===== src/rtl/sample_dma_pkg.sv =====
// Shared definitions for sample_dma: register offsets, CTRL/STATUS bit
// positions, FSM state encoding and the saturating counter helper.
package sample_dma_pkg;

   localparam logic [4:0] SDMA_CTRL   = 5'h00;
   localparam logic [4:0] SDMA_BASE   = 5'h04;
   localparam logic [4:0] SDMA_LIMIT  = 5'h08;
   localparam logic [4:0] SDMA_PTR    = 5'h0C;
   localparam logic [4:0] SDMA_COUNT  = 5'h10;
   localparam logic [4:0] SDMA_STATUS = 5'h14;

   localparam int CTRL_EN   = 0;
   localparam int CTRL_WRAP = 1;
   localparam int CTRL_CLR  = 2;

   localparam int STAT_BUSY    = 0;
   localparam int STAT_DONE    = 1;
   localparam int STAT_WRAPPED = 2;

   typedef enum logic {
      ST_IDLE  = 1'b0,
      ST_WRITE = 1'b1
   } dma_state_t;

   function automatic logic [31:0] sat_inc(input logic [31:0] v);
      return (v == 32'hFFFF_FFFF) ? v : v + 32'd1;
   endfunction

endpackage


===== src/rtl/sample_dma.sv =====
// Drains the FWFT sample FIFO into SDRAM through the write channel, one
// 16-bit sample per word address, in linear (stop at LIMIT) or ring mode.
module sample_dma
   import sample_dma_pkg::*;
#(
   parameter int AW = 24,
   parameter int DW = 16
) (
   input  logic          clk,
   input  logic          rst,
   input  logic          fifo_empty,
   input  logic [DW-1:0] fifo_data,
   output logic          fifo_rd,
   output logic [AW-1:0] awaddr,
   output logic [DW-1:0] wdata,
   output logic          wvalid,
   input  logic          wready,
   input  logic [4:0]    cfg_addr,
   input  logic [31:0]   cfg_wdata,
   input  logic          cfg_wvalid,
   output logic [31:0]   cfg_rdata,
   output logic          busy
);

   dma_state_t    state_reg, state_next;

   logic          enable_reg;
   logic          wrap_reg;
   logic          done_reg;
   logic          wrapped_reg;
   logic [AW-1:0] base_reg;
   logic [AW-1:0] limit_reg;
   logic [AW-1:0] ptr_reg;
   logic [31:0]   count_reg;
   logic [AW-1:0] awaddr_reg;
   logic [DW-1:0] wdata_reg;

   logic          cfg_wr_ctrl;
   logic          enable_rise;
   logic          w1c_clear;
   logic          accept;
   logic [AW-1:0] ptr_inc;
   logic          at_limit;
   logic          hit_done;
   logic          hit_wrap;
   logic          done_after;
   logic [AW-1:0] ptr_after;
   logic          pop;
   logic          unused_cfg;

   assign unused_cfg  = ^cfg_wdata[31:AW];

   assign cfg_wr_ctrl = cfg_wvalid && (cfg_addr == SDMA_CTRL);
   assign enable_rise = cfg_wr_ctrl && cfg_wdata[CTRL_EN] && !enable_reg;
   assign w1c_clear   = cfg_wr_ctrl && cfg_wdata[CTRL_CLR];

   // Pointer advance happens only on a completed handshake; LIMIT is exclusive.
   assign accept      = (state_reg == ST_WRITE) && wready;
   assign ptr_inc     = ptr_reg + AW'(1);
   assign at_limit    = (ptr_inc == limit_reg);
   assign hit_done    = accept && at_limit && !wrap_reg;
   assign hit_wrap    = accept && at_limit && wrap_reg;
   assign done_after  = done_reg || hit_done;

   always_comb begin
      ptr_after = ptr_reg;
      if (accept) begin
         if (hit_wrap)
            ptr_after = base_reg;
         else
            ptr_after = ptr_inc;
      end
   end

   // FSM state register
   always_ff @(posedge clk or posedge rst) begin
      if (rst)
         state_reg <= ST_IDLE;
      else
         state_reg <= state_next;
   end

   // FSM next state and pop strobe
   always_comb begin
      state_next = state_reg;
      pop        = 1'b0;
      case (state_reg)
         ST_IDLE: begin
            if (enable_reg && !done_reg && !fifo_empty) begin
               pop        = 1'b1;
               state_next = ST_WRITE;
            end
         end
         ST_WRITE: begin
            if (accept) begin
               if (enable_reg && !done_after && !fifo_empty)
                  pop = 1'b1;
               else
                  state_next = ST_IDLE;
            end
         end
         default: state_next = ST_IDLE;
      endcase
   end

   // Write channel holding registers; only loaded on a pop.
   always_ff @(posedge clk or posedge rst) begin
      if (rst) begin
         awaddr_reg <= '0;
         wdata_reg  <= '0;
      end else if (pop) begin
         awaddr_reg <= ptr_after;
         wdata_reg  <= fifo_data;
      end
   end

   // Register bank
   always_ff @(posedge clk or posedge rst) begin
      if (rst) begin
         enable_reg  <= 1'b0;
         wrap_reg    <= 1'b0;
         done_reg    <= 1'b0;
         wrapped_reg <= 1'b0;
         base_reg    <= '0;
         limit_reg   <= '0;
         ptr_reg     <= '0;
         count_reg   <= '0;
      end else begin
         if (cfg_wr_ctrl) begin
            enable_reg <= cfg_wdata[CTRL_EN];
            wrap_reg   <= cfg_wdata[CTRL_WRAP];
         end
         // Window bounds are frozen while a capture is enabled.
         if (cfg_wvalid && !enable_reg) begin
            if (cfg_addr == SDMA_BASE)
               base_reg <= cfg_wdata[AW-1:0];
            if (cfg_addr == SDMA_LIMIT)
               limit_reg <= cfg_wdata[AW-1:0];
         end

         if (enable_rise) begin
            ptr_reg   <= base_reg;
            count_reg <= '0;
         end else begin
            ptr_reg <= ptr_after;
            if (accept)
               count_reg <= sat_inc(count_reg);
         end

         // Hardware set beats a W1C clear landing in the same cycle.
         if (enable_rise)
            done_reg <= (limit_reg <= base_reg);
         else if (hit_done)
            done_reg <= 1'b1;
         else if (w1c_clear)
            done_reg <= 1'b0;

         if (enable_rise)
            wrapped_reg <= 1'b0;
         else if (hit_wrap)
            wrapped_reg <= 1'b1;
         else if (w1c_clear)
            wrapped_reg <= 1'b0;
      end
   end

   always_comb begin
      cfg_rdata = '0;
      case (cfg_addr)
         SDMA_CTRL:   cfg_rdata = {30'd0, wrap_reg, enable_reg};
         SDMA_BASE:   cfg_rdata = 32'(base_reg);
         SDMA_LIMIT:  cfg_rdata = 32'(limit_reg);
         SDMA_PTR:    cfg_rdata = 32'(ptr_reg);
         SDMA_COUNT:  cfg_rdata = count_reg;
         SDMA_STATUS: cfg_rdata = {29'd0, wrapped_reg, done_reg, (state_reg == ST_WRITE)};
         default:     cfg_rdata = '0;
      endcase
   end

   assign fifo_rd = pop;
   assign awaddr  = awaddr_reg;
   assign wdata   = wdata_reg;
   assign wvalid  = (state_reg == ST_WRITE);
   assign busy    = (state_reg == ST_WRITE);

endmodule

===== config.mk =====
export PLATFORM = sky130hd
export DESIGN_NAME = sample_dma
export DESIGN_NICKNAME = d
export VERILOG_FILES = /design/src/rtl/sample_dma_pkg.sv /design/src/rtl/sample_dma.sv
export SDC_FILE = /design/constraint.sdc
export NUM_CORES = 1
export LEC_CHECK = 0
export ABC_CLOCK_PERIOD_IN_PS = 13100
export CAP_MARGIN = 40
export CORE_ASPECT_RATIO = 0.6
export CORE_UTILIZATION = 45
export CTS_BUF_LIST = sky130_fd_sc_hd__clkbuf_8
export DETAILED_ROUTE_END_ITERATION = 8
export PLACE_DENSITY_LB_ADDON = 0.12
export SLEW_MARGIN = 20
export SYNTH_ARGS = -nofsm -noshare
export SYNTH_HDL_FRONTEND = slang
export SYNTH_SLANG_ARGS = --single-unit

===== constraint.sdc =====
create_clock -name clk -period 13.1 [get_ports clk]
set_clock_uncertainty 0.15 [all_clocks]
set_input_delay 2.62 -clock clk [delete_from_list [all_inputs] [get_ports clk]]
set_output_delay 2.62 -clock clk [all_outputs]
set_load 0.1 [all_outputs]

==> out/metrics.csv <==
metric,value,unit
syn-cell-area,9300,µm²
post_cts_resized,0,
async_flop_share,1.00,
hp-class,flip-flop to flip-flop,
grt_start_max_net_pins,79,
syn-num-nets,1059,
root_buffer,clkbuf_8,
rows,40,
fp.coreArea,20100,µm²
critPathKind,input port to primary output,
cts_buffers,17,
whs,0.359,ns
setup_violations,0,
viasPerCell,5.69,
synth_commonest_cells,"149 x dfrtp_1, 89 x mux2_2, 82 x nor2_1, 77 x nand2_1, 55 x inv_1",
htree_levels,4,
timing.final.crit_share,0.723,
rsz0062_at_grt,no,
vias,8137,
ioPinCount,133,
yosys.area_share.simple,0.193,
status,"finished, final reports clean",
synth_ff_type,dfrtp_1,
yosys.area.top_type_share,0.401,
clockBufferDepth,2,
fin_crit,9.47,ns
drtPass1Iterations,7,
die-area,21300,µm²
netlist_instances,974,
syn_to_final_growth,33.1,%
worst_pin_slew,0.764,ns
synth_edf_count,0,
largest_register_ff_count,32,
synthAdderAreaFrac,0.0363,
grt_pass1_wl,44.2,mm
portBuffers,124,
antenna_found_initial,0,
seq_area_frac_synth,0.401,
drv_slew,0,
track_usage,0.274,
fin_setup_tns,0,ns
arrival,6.70,ns
cellLeakagePower,5.49,nW
die_h,113,µm
gp_congestion,0.895,
dp.final_hpwl,20.8,mm
clk_latency,0.48,ns
synth-compound-area-share,0.116,
required,10.33,ns
drt_wl_total,28.3,mm
antenna-diode-count,0,
max_slew_margin,0.489,
grt_pass1_vias,7565,
ant_nets,0,
ys_ff_latch,149,
cts_tree,yes,
yosysWarnings,0,
post-cts-setup-buffers,0,
hold_buffers,0,
dieWidth,188,µm
wire_per_inst,19.8,µm
clk_pin_slew,0.08,ns
critPathMaxFanout,46,
synthMuxAreaShare,0.156,
ys_top_cells_by_area,"dfrtp_1 40%, mux2_2 11%, mux2i_1 4.2%",
max_clock_freq,106,MHz
cap_viol_max_count,0,
overflow,0,
yosysTopAreaCell,dfrtp_1,
drc,0,
drtIter0Drc,732,
power.density,155,nW/µm²
fillers,1723,
nets,1228,
drive_above_1_share,0.196,
initial_utilization,0.462,
synth-xor-area-share,0.0462,
start_kind,input port,
synth_cell_types,54,
finalHoldViolations,0,
peakVddDrop,0.205,mV
yosysMostFrequentCell,dfrtp_1,
clock_sinks,149,
synth_top_family_by_area,simple AND/OR/NAND/NOR gates,
synth.avg_cell_area,9.55,µm²
cp-end-kind,primary output,
metrics by stage:
step / worst slack [ns] / utilization / instance area, µm² / instances / total power (W)
after floorplan: 4.36 / - / 9300 / 974 / 0.00116
after global placement: 3.52 / 0.532 / 10700 / 1320 / 0.00135
after detailed placement: 3.72 / 0.592 / 11900 / 1397 / 0.00150
after CTS: 3.70 / 0.615 / 12400 / 1429 / 0.00193
after global routing: 3.40 / 0.615 / 12400 / 1429 / 0.00201
final: 3.63 / 0.615 / 12400 / 1429 / 0.00192
final timing paths:
check	startpoint	end	slack, ns	depth (start not counted)
max in group asynchronous	rst	count_reg[13]$_DFFE_PP0P_	9.12	4
worst min register to register	wdata[4]$_DFFE_PP0P_	wdata[4]$_DFFE_PP0P_	0.36	1
worst max register to register	ptr_reg[3]$_DFF_PP0_	wdata[9]$_DFFE_PP0P_	8.21	10
min in group asynchronous	rst	wdata[15]$_DFFE_PP0P_	2.50	2
worst min-delay path	wdata[4]$_DFFE_PP0P_	wdata[4]$_DFFE_PP0P_	0.36	1
worst max-delay path	wready	fifo_rd	3.63	14
worst max-delay path, stage by stage:
cell and delay (ns):
clkdlybuf4s50_1 0.53, nand2_1 0.07, buf_4 0.29, nor3_1 0.30, nand4b_1 0.14, nor4_1 0.34
nand4_1 0.25, nor4_1 0.55, o21ai_0 0.20, nand2_2 0.09, buf_4 0.47, inv_1 0.09
clkdlybuf4s50_1 0.48, buf_8 0.19
where the power goes:
| group | switching, W | leakage (nW) | internal, W |
|---|---|---|---|
| registers | 0.000100 | 1.79 | 0.000536 |
| logic | 0.000512 | 3.47 | 0.000343 |
| clock network | 0.000186 | 0.237 | 0.000242 |
kinds of logic (layout without fill, tap and decap cells):
kind of cell | after synthesis | count (layout)
AOI/OAI and AO/OA | 158 | 158
and+or+nand+nor | 342 | 342
xor gates and xnor gates | 49 | 49
muxes | 131 | 131
DFF | 149 | 149
adders and majority gates | 27 | 27
buffers and inverters | 118 | 300
placed cells by master (no fill, tap or decap), drive strengths merged, types with 12 or more instances in the layout:
cell,instances
dfrtp,149
clkdlybuf4s50,123
mux2,90
buf,90
nor2,82
nand2,77
inv,57
mux2i,39
a21oi,37
o21ai,34
xnor2,31
nand3,30
ha,27
nand4,24
or3,24
a221o,22
clkbuf,20
xor2,18
a21o,17
and2,16
nor3,13
and4,12
final cells by class:
class                           count  area (µm²)  share of cell area
Inverter                           55         211              0.0171
Tap cell                          273         342              0.0276
Multi-Input combinational cell    707        5100               0.412
Clock inverter                     12         200              0.0162
Sequential cell                   149        3730               0.301
Timing Repair Buffer              213        2520               0.204
Clock buffer                       20         275              0.0222
per-layer routing:
layer  vias up  track usage  routed length (µm)
li1       3829            -                   -
met1      3961        0.431               14200
met2       325        0.379               11500
met3        22       0.0537                2270
met4         0       0.0650                 345
met5         -            0                   0
Note: power is estimated with default switching activity, not from simulation.
